`src/rtl/serial_comparator_nb_if.sv`:
```
// Handshake/operand bundle for serial_comparator_nb.
// Master drives the compare request; slave returns busy/done and the {G,E,L} result.
`default_nettype none

interface serial_comparator_nb_if #(
  parameter int WIDTH = 8
);
  logic             iStart;
  logic             iSigned;
  logic [WIDTH-1:0] iA;
  logic [WIDTH-1:0] iB;
  logic             oBusy;
  logic             oDone;
  logic [2:0]       oR;

  modport master (
    output iStart, iSigned, iA, iB,
    input  oBusy, oDone, oR
  );

  modport slave (
    input  iStart, iSigned, iA, iB,
    output oBusy, oDone, oR
  );
endinterface

`default_nettype wire

```
`src/rtl/serial_comparator_nb.sv`:
```
// Bit-serial MSB-first magnitude comparator with start/done handshake and
// signed/unsigned mode; result encoded {G,E,L} on oR.
`default_nettype none

module serial_comparator_nb #(
  parameter int WIDTH      = 8,
  parameter bit EARLY_EXIT = 1'b1
) (
  input logic                   iClk,
  input logic                   iRst_n,
  serial_comparator_nb_if.slave bus
);

  localparam int              CW      = (WIDTH > 1) ? $clog2(WIDTH) : 1;
  localparam logic [CW-1:0]   CNT_TOP = CW'(WIDTH - 1);
  localparam logic [2:0]      R_NONE  = 3'b000;
  localparam logic [2:0]      R_GT    = 3'b100;
  localparam logic [2:0]      R_EQ    = 3'b010;
  localparam logic [2:0]      R_LT    = 3'b001;

  typedef enum logic [0:0] {
    IDLE = 1'b0,
    BUSY = 1'b1
  } state_t;

  state_t           state_q;
  logic [WIDTH-1:0] a_q;
  logic [WIDTH-1:0] b_q;
  logic             signed_q;
  logic             found_q;
  logic [CW-1:0]    cnt_q;
  logic [2:0]       held_q;
  logic [2:0]       r_q;
  logic             busy_q;
  logic             done_q;

  logic             a_bit;
  logic             b_bit;
  logic             bit_diff;
  logic             sign_pos;
  logic             a_wins;
  logic [2:0]       bit_res_d;
  logic [2:0]       final_res_d;

  // Operands shift left, so the bit under test is always the register MSB.
  always_comb begin
    a_bit       = a_q[WIDTH-1];
    b_bit       = b_q[WIDTH-1];
    bit_diff    = a_bit ^ b_bit;
    sign_pos    = signed_q && (cnt_q == CNT_TOP);
    // At the sign position a set bit means negative, so the winner flips.
    a_wins      = sign_pos ? b_bit : a_bit;
    bit_res_d   = a_wins ? R_GT : R_LT;
    final_res_d = R_EQ;
    if (found_q) begin
      final_res_d = held_q;
    end else if (bit_diff) begin
      final_res_d = bit_res_d;
    end
  end

  always_ff @(posedge iClk or negedge iRst_n) begin
    if (!iRst_n) begin
      state_q  <= IDLE;
      a_q      <= '0;
      b_q      <= '0;
      signed_q <= 1'b0;
      found_q  <= 1'b0;
      cnt_q    <= '0;
      held_q   <= R_NONE;
      r_q      <= R_NONE;
      busy_q   <= 1'b0;
      done_q   <= 1'b0;
    end else begin
      done_q <= 1'b0;
      case (state_q)
        IDLE: begin
          if (bus.iStart) begin
            a_q      <= bus.iA;
            b_q      <= bus.iB;
            signed_q <= bus.iSigned;
            found_q  <= 1'b0;
            held_q   <= R_NONE;
            cnt_q    <= CNT_TOP;
            r_q      <= R_NONE;
            busy_q   <= 1'b1;
            state_q  <= BUSY;
          end
        end
        BUSY: begin
          if (EARLY_EXIT && bit_diff && !found_q) begin
            r_q     <= bit_res_d;
            done_q  <= 1'b1;
            busy_q  <= 1'b0;
            state_q <= IDLE;
          end else if (cnt_q == '0) begin
            r_q     <= final_res_d;
            done_q  <= 1'b1;
            busy_q  <= 1'b0;
            found_q <= 1'b0;
            state_q <= IDLE;
          end else begin
            // Full-latency mode keeps the first verdict and ignores later bits.
            if (bit_diff && !found_q) begin
              found_q <= 1'b1;
              held_q  <= bit_res_d;
            end
            cnt_q <= cnt_q - CW'(1);
            a_q   <= {a_q[WIDTH-2:0], 1'b0};
            b_q   <= {b_q[WIDTH-2:0], 1'b0};
          end
        end
        default: begin
          state_q <= IDLE;
          busy_q  <= 1'b0;
        end
      endcase
    end
  end

  assign bus.oBusy = busy_q;
  assign bus.oDone = done_q;
  assign bus.oR    = r_q;

endmodule

`default_nettype wire

```
`src/flat_wrapper.sv`:
```
// flat-port wrapper written by rule: the top's interface ports become plain ports
module serial_comparator_nb_flat 
#(
  parameter int WIDTH      = 8,
  parameter bit EARLY_EXIT = 1'b1
)
  (iClk, iRst_n, bus_iStart, bus_iSigned, bus_iA, bus_iB, bus_oBusy, bus_oDone, bus_oR);
  serial_comparator_nb_if #(.WIDTH(WIDTH)) bus_i ();
  input logic iClk;
  input logic iRst_n;
  input wire logic [$bits(bus_i.iStart)-1:0] bus_iStart;
  input wire logic [$bits(bus_i.iSigned)-1:0] bus_iSigned;
  input wire logic [$bits(bus_i.iA)-1:0] bus_iA;
  input wire logic [$bits(bus_i.iB)-1:0] bus_iB;
  output wire logic [$bits(bus_i.oBusy)-1:0] bus_oBusy;
  output wire logic [$bits(bus_i.oDone)-1:0] bus_oDone;
  output wire logic [$bits(bus_i.oR)-1:0] bus_oR;
  assign bus_i.iStart = bus_iStart;
  assign bus_i.iSigned = bus_iSigned;
  assign bus_i.iA = bus_iA;
  assign bus_i.iB = bus_iB;
  assign bus_oBusy = bus_i.oBusy;
  assign bus_oDone = bus_i.oDone;
  assign bus_oR = bus_i.oR;
  serial_comparator_nb #(.WIDTH(WIDTH), .EARLY_EXIT(EARLY_EXIT)) u_core (.iClk(iClk), .iRst_n(iRst_n), .bus(bus_i));
endmodule
```
`config.mk`:
```
export PLATFORM = sky130hd
export DESIGN_NAME = serial_comparator_nb_flat
export DESIGN_NICKNAME = d
export VERILOG_FILES = /design/src/rtl/serial_comparator_nb_if.sv /design/src/rtl/serial_comparator_nb.sv /design/src/flat_wrapper.sv
export SDC_FILE = /design/constraint.sdc
export NUM_CORES = 1
export LEC_CHECK = 0
export BUFFER_PORTS_ARGS = -buffer_cell sky130_fd_sc_hd__clkbuf_2
export CORE_UTILIZATION = 35
export DETAILED_ROUTE_END_ITERATION = 10
export SYNTH_ARGS = -nofsm -noshare
export SYNTH_HDL_FRONTEND = slang
export SYNTH_SLANG_ARGS = --single-unit
```
`constraint.sdc`:
```
create_clock -name iClk -period 1.9 [get_ports iClk]
set_input_delay 0.285 -clock iClk [delete_from_list [all_inputs] [get_ports iClk]]
set_output_delay 0.285 -clock iClk [all_outputs]
set_load 0.05 [all_outputs]
```
### Word-level counts from Yosys, hierarchy flattened

Cells that the tools add are included.

* register bits after elaboration: 30
* input port bits: 20
* output and inout port bits: 5
* logic and storage cells: 63

* add/subtract/negate cells: 1
* equal/unequal tests: 6
* multiplexer cells: 35
* bitwise operators: 2
* reductions and logical operators: 9

Operator list (count)
* two-way mux 8 bit: 6
* one-hot mux 8 bit (2 select lines): 2
* two-way mux 3 bit: 10
* two-way mux 1 bit: 12
* one-hot mux 3 bit (2 select lines): 2
* != test 2 bit (second input constant): 4
* one-hot mux 1 bit (2 select lines): 3
* AND reduction 2 bit: 3
* AND reduction 3 bit: 2
* equality test 3 bit (second input constant): 1
* logical NOT 3 bit: 1
* != test 3 bit (second input constant): 1
* subtractor 3 x 1 -> 3 bit (second input constant): 1
* logical AND 1 bit: 2
* logical NOT 1 bit: 1
* NOT 1 bit: 1
* XOR 1 bit: 1

### Longest topological paths before layout

* depth in word-level cells: 9
* gate-level depth with buffers: 6
* depth with buffers taken out: 5

### Least setup slack after synthesis

Ideal clock, no wire load.

* path type: reg-to-reg
* start: register u_core.cnt_q[0]
* end: register u_core.cnt_q[0]
* setup time: 0.125 ns
* arrival: 1.446 ns
* required time: 1.775 ns
* slack: 0.329 ns
* cell stages (with the launch flop): 7
* path buffers: 1
* clock period less this slack: 1.571 ns
* cell sequence: dfrtp_1 -> inv_1 -> ha_1 -> nand2b_1 -> a31o_4 -> buf_6 -> mux2_4

* word-level cells in the longest chain between the ends: 4
* elaborated cells on any way between the ends: 7
* those cells by class: add/sub (1); eq/ne (1); mux (3); reduce/logical (2)

RTL lines
* from (decl): line serial_comparator_nb.sv:31 `logic [CW-1:0] cnt_q;`
* from (signal assigned): line serial_comparator_nb.sv:108 `cnt_q <= cnt_q - CW'(1);`
* subtractor 3 x 1 -> 3 bit: line serial_comparator_nb.sv:108
* two-way mux 3 bit: line serial_comparator_nb.sv:96 `end else if (cnt_q == '0) begin`
* two-way mux 3 bit: line serial_comparator_nb.sv:91 `if (EARLY_EXIT && bit_diff && !found_q) begin`
* one-hot mux 3 bit (2 select lines): line serial_comparator_nb.sv:76 `case (state_q)`

Several ways; a longest one is shown, not always the timed one. The select of a mux whose other input is x is not followed.
A chain may end at the register's enable or synchronous reset.

### Final worst setup path

Same ends and word-level chain as after synthesis.

==> impl_metrics.env <==
export IMPL_cts_buffers=3
export IMPL_drive_gt1_share_pct=41.41
export IMPL_max_freq_mhz=615.1
export IMPL_globalplace_congestion=0.7513
export IMPL_die_w_um=61.70
export IMPL_path_clk_slew_ns=0.14
export IMPL_slew_headroom_pct=56.81
export IMPL_top_usage_layer="met2"
export IMPL_clock_sinks=26
export IMPL_insertedDiodeCount=0
export IMPL_grt_max_degree=27
export IMPL_grt_util_met2_pct=21.81
export IMPL_firstDrtPassIters=4
export IMPL_vias_per_cell=4.960
export IMPL_rsz0062_at_grt="false"
export IMPL_cts_resized_gates=0
export IMPL_critPathCaptureType="register"
export IMPL_crit_arrival_ns=1.86
export IMPL_yosysTopAreaCell="dfrtp_1"
export IMPL_ios=25
export IMPL_fin_nets=152
export IMPL_status="finished clean"
export IMPL_rows=21
export IMPL_ys_types=25
export IMPL_area_delta_synth_final_pct=18.66
export IMPL_cp_cell_sequence="inv_1, ha_1, nand2b_1, a31o_4, mux2_4"
export IMPL_grtUsageMet3_pct=4.969
export IMPL_synth_area_top_cells="dfrtp_1, o221a_2, nand2b_1"
export IMPL_fin_area_mm2=0.001480
export IMPL_hp_class="in2reg"
export IMPL_use_met1_pct=17.88
export IMPL_final_antenna_net_count=0
export IMPL_die_area_mm2=0.003807
export IMPL_slew_viol_final=0
export IMPL_ys_ff_latch=26
export IMPL_initial_utilization_pct=37.09
export IMPL_die_y_um=61.70
export IMPL_globalRouteOverflowTotal=0
export IMPL_worstPathRequired_ns=2.14
export IMPL_track_usage_pct=13.63
export IMPL_synth_seq_area_share_pct=52.16
export IMPL_power_leakage_nw=0.6925
export IMPL_synth_edf_count=0
export IMPL_drtIter0Drc=79
export IMPL_clockBufferDepth=2
export IMPL_dr_total_vias=863
export IMPL_drc=0
export IMPL_layout_min_cycle_time_ns=1.626
export IMPL_syn_area_mm2=0.001247
export IMPL_hold_buffers=1
export IMPL_crit_path_start_kind="register"
export IMPL_vdd_ir_drop_max_uv=683.3
export IMPL_synth_cells=100
export IMPL_routedWlPerCell_um=13.07
export IMPL_critPathBufInv=1
export IMPL_core_area_mm2=0.003363
export IMPL_cpPeakStageDelay_ns=0.41
export IMPL_powerDensity_mw_per_mm2=1746
export IMPL_clk_latency_ns=0.33
export IMPL_yosys_area_top_type_share_pct=52.16
export IMPL_path_class="reg2reg"
export IMPL_io_buffers=24
export IMPL_cts_setup_buffers=0
export IMPL_synth_ff_type="dfrtp_1"
export IMPL_wl_um=2274
export IMPL_place_hpwl_um=1585
export IMPL_cts_tree="done"
export IMPL_synth_warnings=0
export IMPL_finalHoldViolations=0
export IMPL_antenna_found_initial=0
export IMPL_syn_area_per_cell_um2=12.47
export IMPL_critical_path_top_delay_family="flip-flops"
export IMPL_async_reset_ff_share_pct=100.0
export IMPL_clockRootBuffer="clkbuf_4"
export IMPL_grt_pass1_wl_um=3691
export IMPL_worst_slew_pin_slew_ns=0.6478
export IMPL_cp_max_fo=16
export IMPL_timing_max_cap_violations=0
export IMPL_grt_pass1_vias=813
export IMPL_placed_area_mm2=0.001418
export IMPL_cp_slowest_cell="dfrtp_1"
export IMPL_synth_nets=123
export IMPL_htreeDepth=1
export IMPL_fin_skew_ns=0.004767
export IMPL_fin_crit_sh_pct=85.56
export IMPL_setup_viol=0
export IMPL_tns_ns=0
-- power by group --
| group | total, mW | leakage [nW] | switching [mW] | internal, mW |
|---|---|---|---|---|
| logic | 1.22 | 0.365 | 0.638 | 0.581 |
| clock network | 0.383 | 0.0279 | 0.169 | 0.214 |
| registers | 0.982 | 0.299 | 0.168 | 0.815 |
-- state kept, by name, summed over array words and instances, names as in the netlist --
signal and count:
u_core.bus.oBusy 1, u_core.a_q 8, u_core.state_q 1, u_core.signed_q 1, u_core.b_q 8, u_core.bus.oDone 1
u_core.bus.oR 3, u_core.cnt_q 3
-- per-stage QoR --
step                      worst slack (ns)  power, mW  hold WS (ns)  cells  util [%]
final                               0.2744      2.584        0.1456    174     44.01
after global routing                0.1618      2.772        0.1547    174     44.01
after CTS                           0.2641      2.618        0.1341    174     44.01
after detailed placement            0.2866      2.232        0.3388    169     42.15
after global placement              0.3180      2.183        0.3311    169     42.15
after floorplan                     0.3287      2.004      -0.01059    100         -
-- synthesized netlist by cell type (all sizes together) (2+ instances only) --
master,count
dfrtp,26
nand2b,17
o221a,15
nor2,5
a31o,4
inv,4
and2,3
buf,3
ha,3
mux2i,3
nand2,3
nand3,3
a22o,2
-- cells in the final DEF (no fill, tap or decap) --
cell / count
xnor2_2: 1
nand2_1: 3
mux2i_1: 3
and2b_1: 1
inv_1: 4
nor2_1: 5
and2_1: 3
bufinv_16: 1
ha_1: 3
clkbuf_2: 24
dfrtp_1: 26
buf_4: 3
o21ai_0: 1
or2b_1: 1
mux2_4: 1
nand3_4: 1
clkbuf_4: 3
o221ai_1: 1
a31o_2: 3
dlygate4sd3_1: 1
a21oi_1: 1
nand4_1: 1
nand2b_1: 17
o221a_2: 15
a22o_1: 2
a31o_4: 1
nand3_1: 2
-- final timing paths --
path                                             start                           to  slack, ns  depth (start not counted)
setup reg to reg           u_core.cnt_q[0]$_DFFE_PN0P_  u_core.cnt_q[0]$_DFFE_PN0P_       0.27                          5
hold reg to reg            u_core.signed_q$_DFFE_PN0P_  u_core.signed_q$_DFFE_PN0P_       0.51                          2
max in group asynchronous                       iRst_n     u_core.state_q$_DFF_PN0_       1.00                          2
setup / recovery           u_core.cnt_q[0]$_DFFE_PN0P_  u_core.cnt_q[0]$_DFFE_PN0P_       0.27                          5
min in group asynchronous                       iRst_n  u_core.cnt_q[1]$_DFFE_PN0P_       0.49                          2
hold / removal                             bus_iSigned  u_core.signed_q$_DFFE_PN0P_       0.15                          3
-- worst min-delay path, delay by kind of cell --
kind / cells / cell delay, ns
buffers and inverters: 1 / 0.08
and+or+nand+nor: 2 / 0.09
-- per-layer routing --
layer,routed length (um),up-vias
met5,0,-
met4,0,0
met2,1030,23
met3,117,0
li1,-,423
met1,1127,417
-- cell families (layout without fill, tap and decap cells) --
group / after synthesis / after routing / synth area share, %
xor+xnor: 1 / 1 / 1.304
simple gates: 34 / 34 / 16.35
fa+ha+maj: 3 / 3 / 3.009
mux: 4 / 4 / 3.611
flops: 26 / 26 / 52.16
buf+inv: 8 / 36 / 3.610
compound gates: 24 / 24 / 19.96
-- layout make-up --
class,instances,area (um2)
clock inverter,1,30.03
inverter,4,15.01
timing repair buffer,28,152.6
tap,46,57.56
clock buffer,3,22.52
sequential,26,650.6
fill,344,1883
multi-input combinational,66,551.8
Power figures use the tool's default switching activity.
